$ cat config.mk
export PLATFORM = sky130hd
export DESIGN_NAME = uart_rx_os_flat
export DESIGN_NICKNAME = d
export VERILOG_FILES = /design/src/rtl/uart_rx_os_if.sv /design/src/rtl/uart_rx_os.sv /design/src/flat_wrapper.sv
export SDC_FILE = /design/constraint.sdc
export NUM_CORES = 1
export LEC_CHECK = 0
export CAP_MARGIN = 20
export CORE_MARGIN = 2
export CORE_UTILIZATION = 55
export CTS_CLUSTER_SIZE = 10
export DETAILED_ROUTE_END_ITERATION = 8
export GPL_TIMING_DRIVEN = 0
export HOLD_SLACK_MARGIN = 0.06
export PLACE_DENSITY = 0.82
export SLEW_MARGIN = 25
export SYNTH_ARGS = -nofsm -noshare
export SYNTH_HDL_FRONTEND = slang
export SYNTH_SLANG_ARGS = --single-unit
$ cat constraint.sdc
create_clock -name clk -period 2.4 [get_ports clk]
set_clock_uncertainty 0.05 [all_clocks]
set_input_delay 0.24 -clock clk [delete_from_list [all_inputs] [get_ports clk]]
set_output_delay 0.24 -clock clk [all_outputs]
set_load 0.02 [all_outputs]
$ cat src/rtl/uart_rx_os_if.sv
// uart_rx_os_if: signal bundle between the baud generator/line side and the
// oversampling UART receiver, plus the RX FIFO side of the receiver.
// The receiver uses the slave modport. The driver of the line and
// configuration, or the bench, uses the master modport.
//
// Handshake: push is a one-cycle valid strobe with no ready. dout/pe/fe/bi
// are valid in the push cycle and hold until the next push. The consumer
// (RX FIFO) must accept in that cycle. There is no back-pressure path.
// state is a debug view of the receiver FSM.
interface uart_rx_os_if;
    logic       baud_pulse;
    logic       rx;
    logic       pen;
    logic       eps;
    logic       sticky_parity;
    logic [1:0] wls;
    logic       push;
    logic [7:0] dout;
    logic       pe;
    logic       fe;
    logic       bi;
    logic       busy;
    logic [2:0] state;

    modport master (
        output baud_pulse, rx, pen, eps, sticky_parity, wls,
        input  push, dout, pe, fe, bi, busy, state
    );

    modport slave (
        input  baud_pulse, rx, pen, eps, sticky_parity, wls,
        output push, dout, pe, fe, bi, busy, state
    );
endinterface

$ cat src/rtl/uart_rx_os.sv
// uart_rx_os: oversampling UART receiver (5-8 data bits, optional parity,
// first stop bit checked, break detection with wait for line release).
// Optional feature macro: UART_RX_MAJORITY_EN selects 2-of-3 majority voting
// around the mid-bit point (decision one tick later). When the macro is
// undefined, a single mid-bit sample is used.
module uart_rx_os #(
    parameter int OSR         = 16,
    parameter int SYNC_STAGES = 2
) (
    input logic        clk,
    input logic        rst,
    uart_rx_os_if.slave bus
);
    localparam int TW = $clog2(OSR);
    localparam logic [TW-1:0] T_S    = TW'(OSR / 2);
    localparam logic [TW-1:0] T_LAST = TW'(OSR - 1);
`ifdef UART_RX_MAJORITY_EN
    localparam logic [TW-1:0] T_D    = TW'(OSR / 2 + 1);
`else
    localparam logic [TW-1:0] T_D    = TW'(OSR / 2);
`endif

    localparam logic [2:0] ST_IDLE     = 3'd0;
    localparam logic [2:0] ST_START    = 3'd1;
    localparam logic [2:0] ST_DATA     = 3'd2;
    localparam logic [2:0] ST_PARITY   = 3'd3;
    localparam logic [2:0] ST_STOP     = 3'd4;
    localparam logic [2:0] ST_BRK_WAIT = 3'd5;

    logic [SYNC_STAGES-1:0] sync_q;
    logic                   rx_s;
    logic [2:0]             state;
    logic [TW-1:0]          tick;
    logic [2:0]             bit_cnt;
    logic [7:0]             shreg;
    logic [1:0]             wls_l;
    logic                   pen_l;
    logic                   eps_l;
    logic                   stick_l;
    logic                   par_bit;
    logic                   par_err;
    logic                   sample;
    logic                   at_d;
    logic                   at_last;
    logic                   push_q;
    logic [7:0]             dout_q;
    logic                   pe_q;
    logic                   fe_q;
    logic                   bi_q;

    // New bit enters at position N-1 so the finished word is right-justified.
    function automatic logic [7:0] shift_in(input logic [7:0] cur, input logic b,
                                            input logic [1:0] w);
        logic [7:0] nxt;
        nxt = cur >> 1;
        nxt[{1'b1, w}] = b;
        return nxt;
    endfunction

    // Metastability synchroniser; flops idle high like the line.
    always_ff @(posedge clk or posedge rst) begin
        if (rst) sync_q <= '1;
        else     sync_q <= {sync_q[SYNC_STAGES-2:0], bus.rx};
    end

    assign rx_s    = sync_q[SYNC_STAGES-1];
    assign at_d    = (tick == T_D);
    assign at_last = (tick == T_LAST);

`ifdef UART_RX_MAJORITY_EN
    logic vote_a;
    logic vote_b;

    // Capture the line at ticks S-1 and S; the vote completes at S+1.
    always_ff @(posedge clk or posedge rst) begin
        if (rst) begin
            vote_a <= 1'b1;
            vote_b <= 1'b1;
        end else if (bus.baud_pulse) begin
            if (tick == T_S - 1'b1) vote_a <= rx_s;
            if (tick == T_S)        vote_b <= rx_s;
        end
    end

    assign sample = (vote_a & vote_b) | (vote_a & rx_s) | (vote_b & rx_s);
`else
    assign sample = rx_s;
`endif

    // Receiver FSM, tick counter, deserialiser and result registers.
    always_ff @(posedge clk or posedge rst) begin
        if (rst) begin
            state   <= ST_IDLE;
            tick    <= '0;
            bit_cnt <= '0;
            shreg   <= '0;
            wls_l   <= '0;
            pen_l   <= 1'b0;
            eps_l   <= 1'b0;
            stick_l <= 1'b0;
            par_bit <= 1'b0;
            par_err <= 1'b0;
            push_q  <= 1'b0;
            dout_q  <= '0;
            pe_q    <= 1'b0;
            fe_q    <= 1'b0;
            bi_q    <= 1'b0;
        end else begin
            push_q <= 1'b0;
            if (bus.baud_pulse) begin
                tick <= at_last ? '0 : tick + 1'b1;
                case (state)
                    ST_IDLE: begin
                        tick <= '0;
                        // The detecting pulse is tick 0, so the next one is tick 1.
                        if (!rx_s) begin
                            state <= ST_START;
                            tick  <= TW'(1);
                        end
                    end
                    ST_START: begin
                        if (at_d) begin
                            if (sample) begin
                                state <= ST_IDLE;
                                tick  <= '0;
                            end else begin
                                wls_l   <= bus.wls;
                                pen_l   <= bus.pen;
                                eps_l   <= bus.eps;
                                stick_l <= bus.sticky_parity;
                                shreg   <= '0;
                                par_bit <= 1'b0;
                                par_err <= 1'b0;
                            end
                        end
                        if (at_last) begin
                            state   <= ST_DATA;
                            bit_cnt <= {1'b1, wls_l};
                        end
                    end
                    ST_DATA: begin
                        if (at_d) shreg <= shift_in(shreg, sample, wls_l);
                        if (at_last) begin
                            if (bit_cnt == 3'd0) state <= pen_l ? ST_PARITY : ST_STOP;
                            else                 bit_cnt <= bit_cnt - 1'b1;
                        end
                    end
                    ST_PARITY: begin
                        if (at_d) begin
                            par_bit <= sample;
                            case ({stick_l, eps_l})
                                2'b00:   par_err <= ~(^shreg ^ sample);
                                2'b01:   par_err <= ^shreg ^ sample;
                                2'b10:   par_err <= ~sample;
                                default: par_err <= sample;
                            endcase
                        end
                        if (at_last) state <= ST_STOP;
                    end
                    ST_STOP: begin
                        if (at_d) begin
                            push_q <= 1'b1;
                            dout_q <= shreg;
                            pe_q   <= pen_l & par_err;
                            fe_q   <= ~sample;
                            bi_q   <= ~sample & (shreg == 8'd0) & ~(pen_l & par_bit);
                            state  <= sample ? ST_IDLE : ST_BRK_WAIT;
                            tick   <= '0;
                        end
                    end
                    ST_BRK_WAIT: begin
                        if (rx_s) begin
                            state <= ST_IDLE;
                            tick  <= '0;
                        end
                    end
                    default: begin
                        state <= ST_IDLE;
                        tick  <= '0;
                    end
                endcase
            end
        end
    end

    assign bus.push  = push_q;
    assign bus.dout  = dout_q;
    assign bus.pe    = pe_q;
    assign bus.fe    = fe_q;
    assign bus.bi    = bi_q;
    assign bus.busy  = (state != ST_IDLE);
    assign bus.state = state;
endmodule
$ cat src/flat_wrapper.sv
// flat-port wrapper written by rule: the top's interface ports become plain ports
module uart_rx_os_flat 
#(
    parameter int OSR         = 16,
    parameter int SYNC_STAGES = 2
)
  (clk, rst, bus_baud_pulse, bus_rx, bus_pen, bus_eps, bus_sticky_parity, bus_wls, bus_push, bus_dout, bus_pe, bus_fe, bus_bi, bus_busy, bus_state);
  uart_rx_os_if bus_i ();
  input logic clk;
  input logic rst;
  input wire logic [$bits(bus_i.baud_pulse)-1:0] bus_baud_pulse;
  input wire logic [$bits(bus_i.rx)-1:0] bus_rx;
  input wire logic [$bits(bus_i.pen)-1:0] bus_pen;
  input wire logic [$bits(bus_i.eps)-1:0] bus_eps;
  input wire logic [$bits(bus_i.sticky_parity)-1:0] bus_sticky_parity;
  input wire logic [$bits(bus_i.wls)-1:0] bus_wls;
  output wire logic [$bits(bus_i.push)-1:0] bus_push;
  output wire logic [$bits(bus_i.dout)-1:0] bus_dout;
  output wire logic [$bits(bus_i.pe)-1:0] bus_pe;
  output wire logic [$bits(bus_i.fe)-1:0] bus_fe;
  output wire logic [$bits(bus_i.bi)-1:0] bus_bi;
  output wire logic [$bits(bus_i.busy)-1:0] bus_busy;
  output wire logic [$bits(bus_i.state)-1:0] bus_state;
  assign bus_i.baud_pulse = bus_baud_pulse;
  assign bus_i.rx = bus_rx;
  assign bus_i.pen = bus_pen;
  assign bus_i.eps = bus_eps;
  assign bus_i.sticky_parity = bus_sticky_parity;
  assign bus_i.wls = bus_wls;
  assign bus_push = bus_i.push;
  assign bus_dout = bus_i.dout;
  assign bus_pe = bus_i.pe;
  assign bus_fe = bus_i.fe;
  assign bus_bi = bus_i.bi;
  assign bus_busy = bus_i.busy;
  assign bus_state = bus_i.state;
  uart_rx_os #(.OSR(OSR), .SYNC_STAGES(SYNC_STAGES)) u_core (.clk(clk), .rst(rst), .bus(bus_i));
endmodule
=== Yosys cells after proc, flatten, opt, wreduce, memory -nomap -nowiden ===
Index checks and enable logic that the tools add are counted.
Widths: inputs -> output; s select.

* Add/subtract/negate cells: 2
* $mul: 0
* Divide/modulo/power cells: 0
* $lt $le $gt $ge: 2
* Equality and inequality tests: 21
* Shifts and indexed selects: 0
* Muxes and demuxes: 38
* Bitwise logic cells: 8
* Reduce and logical (&&, ||, !) cells: 16

{| class="wikitable"
|+ Operator list
! cell !! count
|-
| $mux 3 || 13
|-
| $mux 8 || 3
|-
| $pmux 4 s5 || 1
|-
| $pmux 3 s6 || 1
|-
| $mux 4 || 4
|-
| $ne 2x1->1 const B || 8
|-
| $pmux 8 s2 || 1
|-
| $reduce_and 5->1 || 3
|-
| $mux 1 || 9
|-
| $bwmux 8 || 1
|-
| $eq 4x4->1 const B || 2
|-
| $logic_not 8->1 || 1
|-
| $reduce_xor 8->1 || 1
|-
| $reduce_and 7->1 || 1
|-
| $eq 3x2->1 const B || 2
|-
| $eq 3x3->1 const B || 2
|-
| $logic_not 3->1 || 2
|-
| $ne 2x2->1 const B || 3
|-
| $pmux 3 s2 || 1
|-
| $add 4x1->4 const B || 1
|-
| $and 1x1->1 || 4
|-
| $lt 3x4->1 const B || 1
|-
| $pmux 1 s2 || 2
|-
| $reduce_and 4->1 || 1
|-
| 16 further kinds || 19
|}

* Flip-flop bits (word level): 39
* Latch bits: 0
* RAM bits: 0
* Memory bits (read-only): 0
* Input port bits: 9
* Word-level logic and storage cells: 103
* Memories: 0

=== Logic depth before layout (Yosys ltp) ===
Gate-level depths: netlist of the first run.

* Word-level depth: 7
* Gate-level depth with buffers: 7
* Gate-level depth less buffers: 6

=== Worst setup path after synthesis of the first run ===
No wires, ideal clock.

* Path type: register to register
* Start: register u_core.tick[0]
* End: register u_core.par_err
* Setup time: 0.131 ns
* Arrival: 1.572 ns
* Data required time: 2.219 ns
* Path slack: 0.646 ns
* Stages on the path, launching flop included: 7
* Path buffers: 0
* Period minus slack after synthesis: 1.754 ns
* Path through: dfrtp_1 -> inv_1 -> ha_1 -> and4b_4 -> and3_4 -> a32o_1 -> or3_1

* Cells in the longest elaborated chain, start to end: 3
* Elaborated cells between the ends (all ways): 4
* Classes of those cells: 3 x eq/ne; 1 x reduce/logical

{| class="wikitable"
|+ RTL lines
! element !! RTL line !! source
|-
| from (decl) || uart_rx_os.sv:33 || <nowiki>logic [TW-1:0] tick;</nowiki>
|-
| from (signal assigned) || uart_rx_os.sv:111 || <nowiki>tick <= at_last ? '0 : tick + 1'b1;</nowiki>
|-
| $eq 4x4->1 (*) || uart_rx_os.sv:67 || <nowiki>assign at_d = (tick == T_D);</nowiki>
|-
| $ne 2x1->1 (no source line) || -- ||
|-
| $reduce_and 5->1 (no source line) (*) || -- ||
|-
| to (signal assigned) || uart_rx_os.sv:152 || <nowiki>2'b00: par_err <= ~(^shreg ^ sample);</nowiki>
|-
| to (signal assigned) || uart_rx_os.sv:153 || <nowiki>2'b01: par_err <= ^shreg ^ sample;</nowiki>
|-
| to (signal assigned) || uart_rx_os.sv:154 || <nowiki>2'b10: par_err <= ~sample;</nowiki>
|-
| to (decl) || uart_rx_os.sv:41 || <nowiki>logic par_err;</nowiki>
|}

Every way passes the cells marked *; elsewhere a longest branch is shown, timed or not.
A chain may end at the register's enable or synchronous reset.

=== Worst setup path in the final report of the first run ===
* Start: register u_core.state[1], in the netlist u_core.bus.state[1]
* End: output bus_busy

* Cells in the longest elaborated chain, start to end: 1

{| class="wikitable"
|+ RTL lines
! element !! RTL line !! source
|-
| from (decl) || uart_rx_os.sv:32 || <nowiki>logic [2:0] state;</nowiki>
|-
| from (signal assigned) || uart_rx_os.sv:144 || <nowiki>if (bit_cnt == 3'd0) state <= pen_l ? ST_PARITY : ST_STOP;</nowiki>
|-
| from (signal assigned) || uart_rx_os.sv:167 || <nowiki>state <= sample ? ST_IDLE : ST_BRK_WAIT;</nowiki>
|-
| $reduce_bool 3->1 || uart_rx_os.sv:191 || <nowiki>assign bus.busy = (state != ST_IDLE);</nowiki>
|-
| to (decl) || flat_wrapper.sv:22 || <nowiki>output wire logic [$bits(bus_i.busy)-1:0] bus_busy;</nowiki>
|}

No other way between the ends.

==> impl_metrics.py, run 1 <==
metrics = {
    "outcome": {
        "status": "completed",
    },
    "setup_path": {
        "r2r_setup_slack_ns": 0.50,
        "cp-end-kind": "output pin",
        "crit_fanout": 10,
        "arrival_ns": 1.89,
        "path_class": "reg -> out",
        "cp.required_ns": 2.11,
        "cp-startpoint": "u_core.bus.state[1]",
        "r2r-start": "u_core.tick[0]",
        "critPathLaunchType": "flop",
    },
    "synth": {
        "synth_top_area_cell": "dfrtp_1",
        "yosysSeqAreaShare": 0.457,
        "syn_inst": 215,
        "netlist.area_leader.share": 0.432,
        "async_reset_ff_frac": 1.00,
        "syn_nets": 232,
        "post-synth-top-count-cell": "dfrtp_1",
        "synth.area.top_cells": "dfrtp_1 (43%), ha_1 (4.7%), nand2_1 (4.2%), o21ai_0 (4.0%), inv_1 (2.8%)",
        "synth_common_cells": "dfrtp_1 (37), nand2_1 (24), o21ai_0 (17), inv_1 (16)",
        "synth-main-ff-cell": "dfrtp_1",
        "yosysWarnings": 0,
        "yosysUniqueCellTypes": 54,
        "synth_edf_count": 0,
        "netlist_area_um2": 2140,
        "syn_area_per_cell_um2": 9.96,
        "ys_seq_elements": 39,
    },
    "global_routing": {
        "met2_usage": 0.338,
        "grt_pass1_wl_um": 7490,
        "grt_max_degree": 33,
        "overflow": 0,
        "grt-busiest-layer": "met2",
        "grt.total_usage": 0.227,
        "grt_pass1_vias": 1551,
        "grt_util_met3": 0.0409,
        "grtUsageMet1": 0.332,
        "antenna_found_initial": 0,
    },
    "floorplan": {
        "initial_core_util": 0.580,
        "ios": 25,
        "fp.dieArea_um2": 4410,
        "core_um2": 3690,
        "dieWidth_um": 66.4,
        "rows": 22,
        "die_h_um": 66.4,
    },
    "timing": {
        "finalHoldViolations": 0,
        "worst_slack_ns": 0.222,
        "max_freq_mhz": 459,
        "rsz0062_at_grt": "false",
        "period_needed_ns": 2.18,
        "slew_violations": 0,
        "tns_ns": 0,
        "worst_pin_slew_ns": 0.486,
        "relSlewSlack": 0.675,
        "period_share": 0.908,
        "setup_viol": 0,
    },
    "finish": {
        "multi_input_area_um2": 1030,
        "layout-area-overhead-vs-synth_pct": 20.5,
        "final_cells": 294,
        "final_util": 0.699,
        "drive_gt1_frac": 0.142,
        "seqCellArea_um2": 978,
        "nets": 262,
        "num_antenna_cells": 0,
        "fill_cells": 303,
    },
    "pwr": {
        "p_total_mw": 2.32,
        "power_frac_clock": 0.277,
        "cellPowerDensity_nw_per_um2": 899,
        "seqPwrFrac": 0.364,
        "p_comb_frac": 0.359,
        "p_sw_frac": 0.334,
        "power_switching_uw": 774,
        "ir_worst_vdd_mv": 0.741,
        "p_int_mw": 1.55,
        "p_leak_nw": 1.12,
    },
    "routing": {
        "drt-vias-per-instance": 5.67,
        "ant_nets": 0,
        "wire_per_inst_um": 15.0,
        "drtIter0Drc": 100,
        "drc": 0,
        "vias": 1666,
        "wl_um": 4410,
        "drtPass1Iterations": 4,
    },
    "clocking": {
        "post-cts-setup-buffer-count": 0,
        "root_buffer": "clkbuf_8",
        "holdBufCountCts": 0,
        "cts_sinks": 39,
        "worstSkewPairLatency_ns": 0.29,
        "clk_pin_slew_ns": 0.08,
        "clock_tree.buffer_depth": 2,
        "cts_tree": "done",
        "cts_buffers": 5,
        "ctsHtreeMaxLevel": 2,
        "post_cts_resized": 0,
    },
    "flow_run": {
        "cap_violations": 0,
    },
    "min_path": {
        "hold_class": "in -> async",
    },
    "place": {
        "dp_slack_ns": 0.385,
        "dp.cells": 287,
        "dp_hpwl_um": 3190,
        "gp_congestion": 0.971,
        "io_buffers": 23,
    },
}
power groups by stage:
stage	clock (mW)	sequential (mW)	combinational, mW
global placement	0	0.847	0.800
finish	0.642	0.844	0.834
floorplan	0	0.853	0.597
global route	0.679	0.857	0.920
CTS	0.654	0.838	0.832
detailed placement	0	0.850	0.821
sequential cells by signal (all words and copies together) (netlist names), 2 cells and up:
name,cells
u_core.shreg,8
u_core.wls_l,2
u_core.bus.state,3
u_core.sync_q,2
u_core.bus.dout,8
u_core.tick,4
u_core.bit_cnt,3
layout make-up:
cell class	count	area share
Buffer	11	0.0252
Clock buffer	6	0.0281
Clock inverter	2	0.0233
Inverter	16	0.0233
Multi-Input combinational cell	148	0.401
Sequential cell	39	0.379
Tap cell	48	0.0233
Timing Repair Buffer	24	0.0970
routing by layer:
metal	wire [um]	up-vias
li1	-	819
met1	2210	801
met2	1950	39
met3	181	7
met4	64	0
met5	0	-
logic make-up (layout without fill, tap and decap cells):
logic type | count (synthesis) | count (layout) | share of synthesized area
AOI/OAI and AO/OA | 57 | 57 | 0.181
muxes | 7 | 7 | 0.0380
DFF | 39 | 39 | 0.457
adders and majority gates | 8 | 8 | 0.0468
and+or+nand+nor | 72 | 72 | 0.201
buffers and inverters | 28 | 59 | 0.0602
xor gates and xnor gates | 4 | 4 | 0.0164
worst paths after layout:
path                                       end  cells after the start
max reg2reg                     u_core.stick_l                      6
min reg2reg                   u_core.sync_q[1]                      0
max in group asynchronous     u_core.sync_q[1]                      3
max                                   bus_busy                      4
min in group clk           u_core.bus.state[1]                      4
min                          u_core.bit_cnt[2]                      2
placed cells by master (no fill, tap or decap), types with 5 or more instances in the layout:
master           netlist  final
dfrtp_1               37     37
inv_1                 16     15
nand2_1               24     24
mux2_2                 5      5
clkbuf_1               5      5
nor2_1                 7      7
clkdlybuf4s50_1        0     23
ha_1                   8      8
o21ai_0               17     17
a21oi_1                8      8
clkbuf_8               0      5
nand3_1                5      5
worst max-delay path, stage by stage (launching register included):
cell	delay, ns
dfrtp_1	0.41
buf_6	0.15
buf_2	0.18
or3_1	0.31
clkdlybuf4s50_1	0.54
through the flow:
| step | instance area [um2] | hold slack, ns |
|---|---|---|
| floorplan | 2140 | 0.194 |
| global placement | 2430 | 0.297 |
| detailed placement | 2450 | 0.298 |
| CTS | 2580 | 0.127 |
| global route | 2580 | 0.141 |
| finish | 2580 | 0.120 |
No activity file was read; power rests on OpenSTA's default activity.
==> inputs of run 2 (changes only) <==
--- a/config.mk
+++ b/config.mk
@@ -5,6 +5,7 @@
 export SDC_FILE = /design/constraint.sdc
 export NUM_CORES = 1
 export LEC_CHECK = 0
+export ABC_AREA = 1
 export CAP_MARGIN = 20
 export CORE_MARGIN = 2
 export CORE_UTILIZATION = 55
@@ -13,6 +14,7 @@
 export GPL_TIMING_DRIVEN = 0
 export HOLD_SLACK_MARGIN = 0.06
 export PLACE_DENSITY = 0.82
+export REMOVE_ABC_BUFFERS = 1
 export SLEW_MARGIN = 25
 export SYNTH_ARGS = -nofsm -noshare
 export SYNTH_HDL_FRONTEND = slang
==> impl_metrics.py, run 2 <==
metrics = {
    "synth": {
        "syn_area_per_cell_um2": 8.45,
        "async_reset_ff_frac": 1.00,
        "synth_top_area_cell": "dfrtp_1",
        "yosysSeqAreaShare": 0.469,
        "synth-main-ff-cell": "dfrtp_1",
        "synth_edf_count": 0,
        "yosysWarnings": 0,
        "netlist_area_um2": 2090,
        "syn_inst": 247,
        "netlist.area_leader.share": 0.444,
        "ys_seq_elements": 39,
        "post-synth-top-count-cell": "nand2_1",
        "yosysUniqueCellTypes": 34,
        "synth_common_cells": "nand2_1 (63), dfrtp_1 (37), inv_1 (27), nor2_1 (14)",
        "synth.area.top_cells": "dfrtp_1 (44%), nand2_1 (11%), inv_1 (4.9%), ha_1 (4.8%), o21ai_2 (3.8%)",
    },
    "global_routing": {
        "antenna_found_initial": 0,
        "grt.total_usage": 0.226,
        "grt_pass1_vias": 1627,
        "grt_pass1_wl_um": 7250,
        "grt_max_degree": 32,
        "overflow": 0,
    },
    "finish": {
        "nets": 293,
        "fill_cells": 294,
        "final_cell_mix": "nand2_1 (63), dfrtp_1 (37), inv_1 (26)",
        "final_util": 0.685,
        "layout-area-overhead-vs-synth_pct": 20.2,
        "num_antenna_cells": 0,
        "drive_gt1_frac": 0.148,
        "final_area_um2": 2510,
        "mostFrequentLayoutCell": "nand2_1",
    },
    "timing": {
        "worst_slack_ns": 0.451,
        "worst_pin_slew_ns": 0.427,
        "setup_viol": 0,
        "finalHoldViolations": 0,
        "period_share": 0.812,
        "max_freq_mhz": 513,
        "holdWs_ns": 0.132,
        "tns_ns": 0,
        "period_needed_ns": 1.95,
        "rsz0062_at_grt": "false",
        "relSlewSlack": 0.714,
        "slew_violations": 0,
    },
    "routing": {
        "ant_nets": 0,
        "drtPass1Iterations": 4,
        "wire_per_inst_um": 12.6,
        "drtIter0Drc": 92,
        "drt-vias-per-instance": 5.28,
        "wl_um": 4110,
        "vias": 1715,
        "drc": 0,
    },
    "place": {
        "dp_slack_ns": 0.563,
        "placed_area_um2": 2390,
        "gp_congestion": 0.813,
        "dp_hpwl_um": 3060,
        "io_buffers": 24,
    },
    "clocking": {
        "post-cts-setup-buffer-count": 0,
        "post_cts_resized": 0,
        "cts_tree": "done",
        "cts_sinks": 39,
        "ctsHtreeMaxLevel": 2,
        "clock_tree.buffer_depth": 2,
        "clk_pin_slew_ns": 0.08,
        "cts_buffers": 5,
        "holdBufCountCts": 0,
        "worstSkewPairLatency_ns": 0.30,
        "root_buffer": "clkbuf_8",
    },
    "setup_path": {
        "worstReg2RegEnd": "u_core.shreg[1]",
        "r2r_setup_slack_ns": 0.58,
        "crit_fanout": 7,
        "cp-startpoint": "u_core.bus.state[1]",
        "cp-end-kind": "output pin",
        "path_class": "reg -> out",
        "critPathLaunchType": "flop",
        "r2r-start": "u_core.tick[0]",
        "crit_path_end": "bus_busy",
        "arrival_ns": 1.66,
        "rr_worst_depth": 9,
        "cp.required_ns": 2.11,
    },
    "floorplan": {
        "initial_core_util": 0.570,
        "dieWidth_um": 65.6,
        "ios": 25,
        "fp.dieArea_um2": 4300,
        "die_h_um": 65.6,
        "core_um2": 3660,
        "rows": 22,
    },
    "flow_run": {
        "cap_violations": 0,
    },
    "pwr": {
        "p_sw_frac": 0.352,
        "p_comb_frac": 0.320,
        "ir_worst_vdd_mv": 0.690,
        "p_int_mw": 1.33,
        "p_leak_nw": 1.25,
        "power_frac_clock": 0.282,
        "cellPowerDensity_nw_per_um2": 819,
        "power_switching_uw": 723,
        "seqPwrFrac": 0.398,
    },
    "outcome": {
        "status": "completed",
    },
    "min_path": {
        "hold_class": "in -> async",
    },
}
==> run 2: cell count changes in the layout (fill, tap and decap cells not counted), moves of 7 or more <==
cell,change
nand3_1,+7
o21ai_1,+7
o22ai_1,+10
nor2_1,+7
inv_1,+11
o21ai_2,+9
nand2_1,+39
==> run 2: layer usage <==
layer / part of all wire / GRT usage / wire, um / up-vias
met5: 0 / 0 / 0 / -
met4: 0.015 / 0.0938 / 61 / 0
met3: 0.040 / 0.0599 / 164 / 6
met2: 0.49 / 0.358 / 2020 / 42
met1: 0.45 / 0.293 / 1870 / 802
li1: - / - / - / 865
==> run 2: area by class of cell <==
class / count / area, um2 / share of cell area
repair buffers: 25 / 260 / 0.104
well taps: 48 / 60.1 / 0.0239
multi-input cells: 172 / 960 / 0.383
inverters: 33 / 129 / 0.0514
flip-flops and latches: 39 / 978 / 0.390
clock inverters: 2 / 38.8 / 0.0155
clock buffers: 6 / 82.6 / 0.0329
==> run 2: through the flow <==
step / std cells / total power, mW
detailed placement: 317 / 1.48
finish: 325 / 2.05
global placement: 316 / 1.43
CTS: 325 / 2.06
global route: 325 / 2.20
floorplan: 244 / 1.30
==> run 2: power by group through the flow <==
stage / Sequential (mW) / Combinational, mW / Clock (mW)
2_1_floorplan: 0.822 / 0.481 / 0
3_3_place_gp: 0.823 / 0.609 / 0
3_5_place_dp: 0.828 / 0.647 / 0
4_1_cts: 0.816 / 0.654 / 0.591
5_1_grt: 0.827 / 0.748 / 0.629
6_report: 0.817 / 0.658 / 0.580
==> run 2: worst min path at each step <==
| stage | to | slack [ns] | startpoint | depth (start not counted) |
|---|---|---|---|---|
| after floorplan | u_core.sync_q[0] | 0.19 | bus_rx | 0 |
| after global placement | u_core.sync_q[1] | 0.30 | u_core.sync_q[0] | 0 |
| after detailed placement | u_core.sync_q[1] | 0.30 | u_core.sync_q[0] | 0 |
| after CTS | u_core.tick[2] | 0.14 | rst | 2 |
| after global routing | u_core.bus.state[2] | 0.14 | rst | 2 |
| final | u_core.tick[2] | 0.13 | rst | 2 |
==> run 2: cell families (layout without fill, tap and decap cells) <==
group,Yosys count,count (layout),synth area share
simple gates,104,104,0.221
buf+inv,36,66,0.0713
fa+ha+maj,8,8,0.0480
compound gates,54,54,0.166
xor+xnor,6,6,0.0252
flops,39,39,0.469
==> run 2: critical path, cell delays in order, from the launching register on <==
cell,delay [ns]
dfrtp_1,0.51
inv_2,0.12
nand2_1,0.12
clkdlybuf4s50_1,0.61
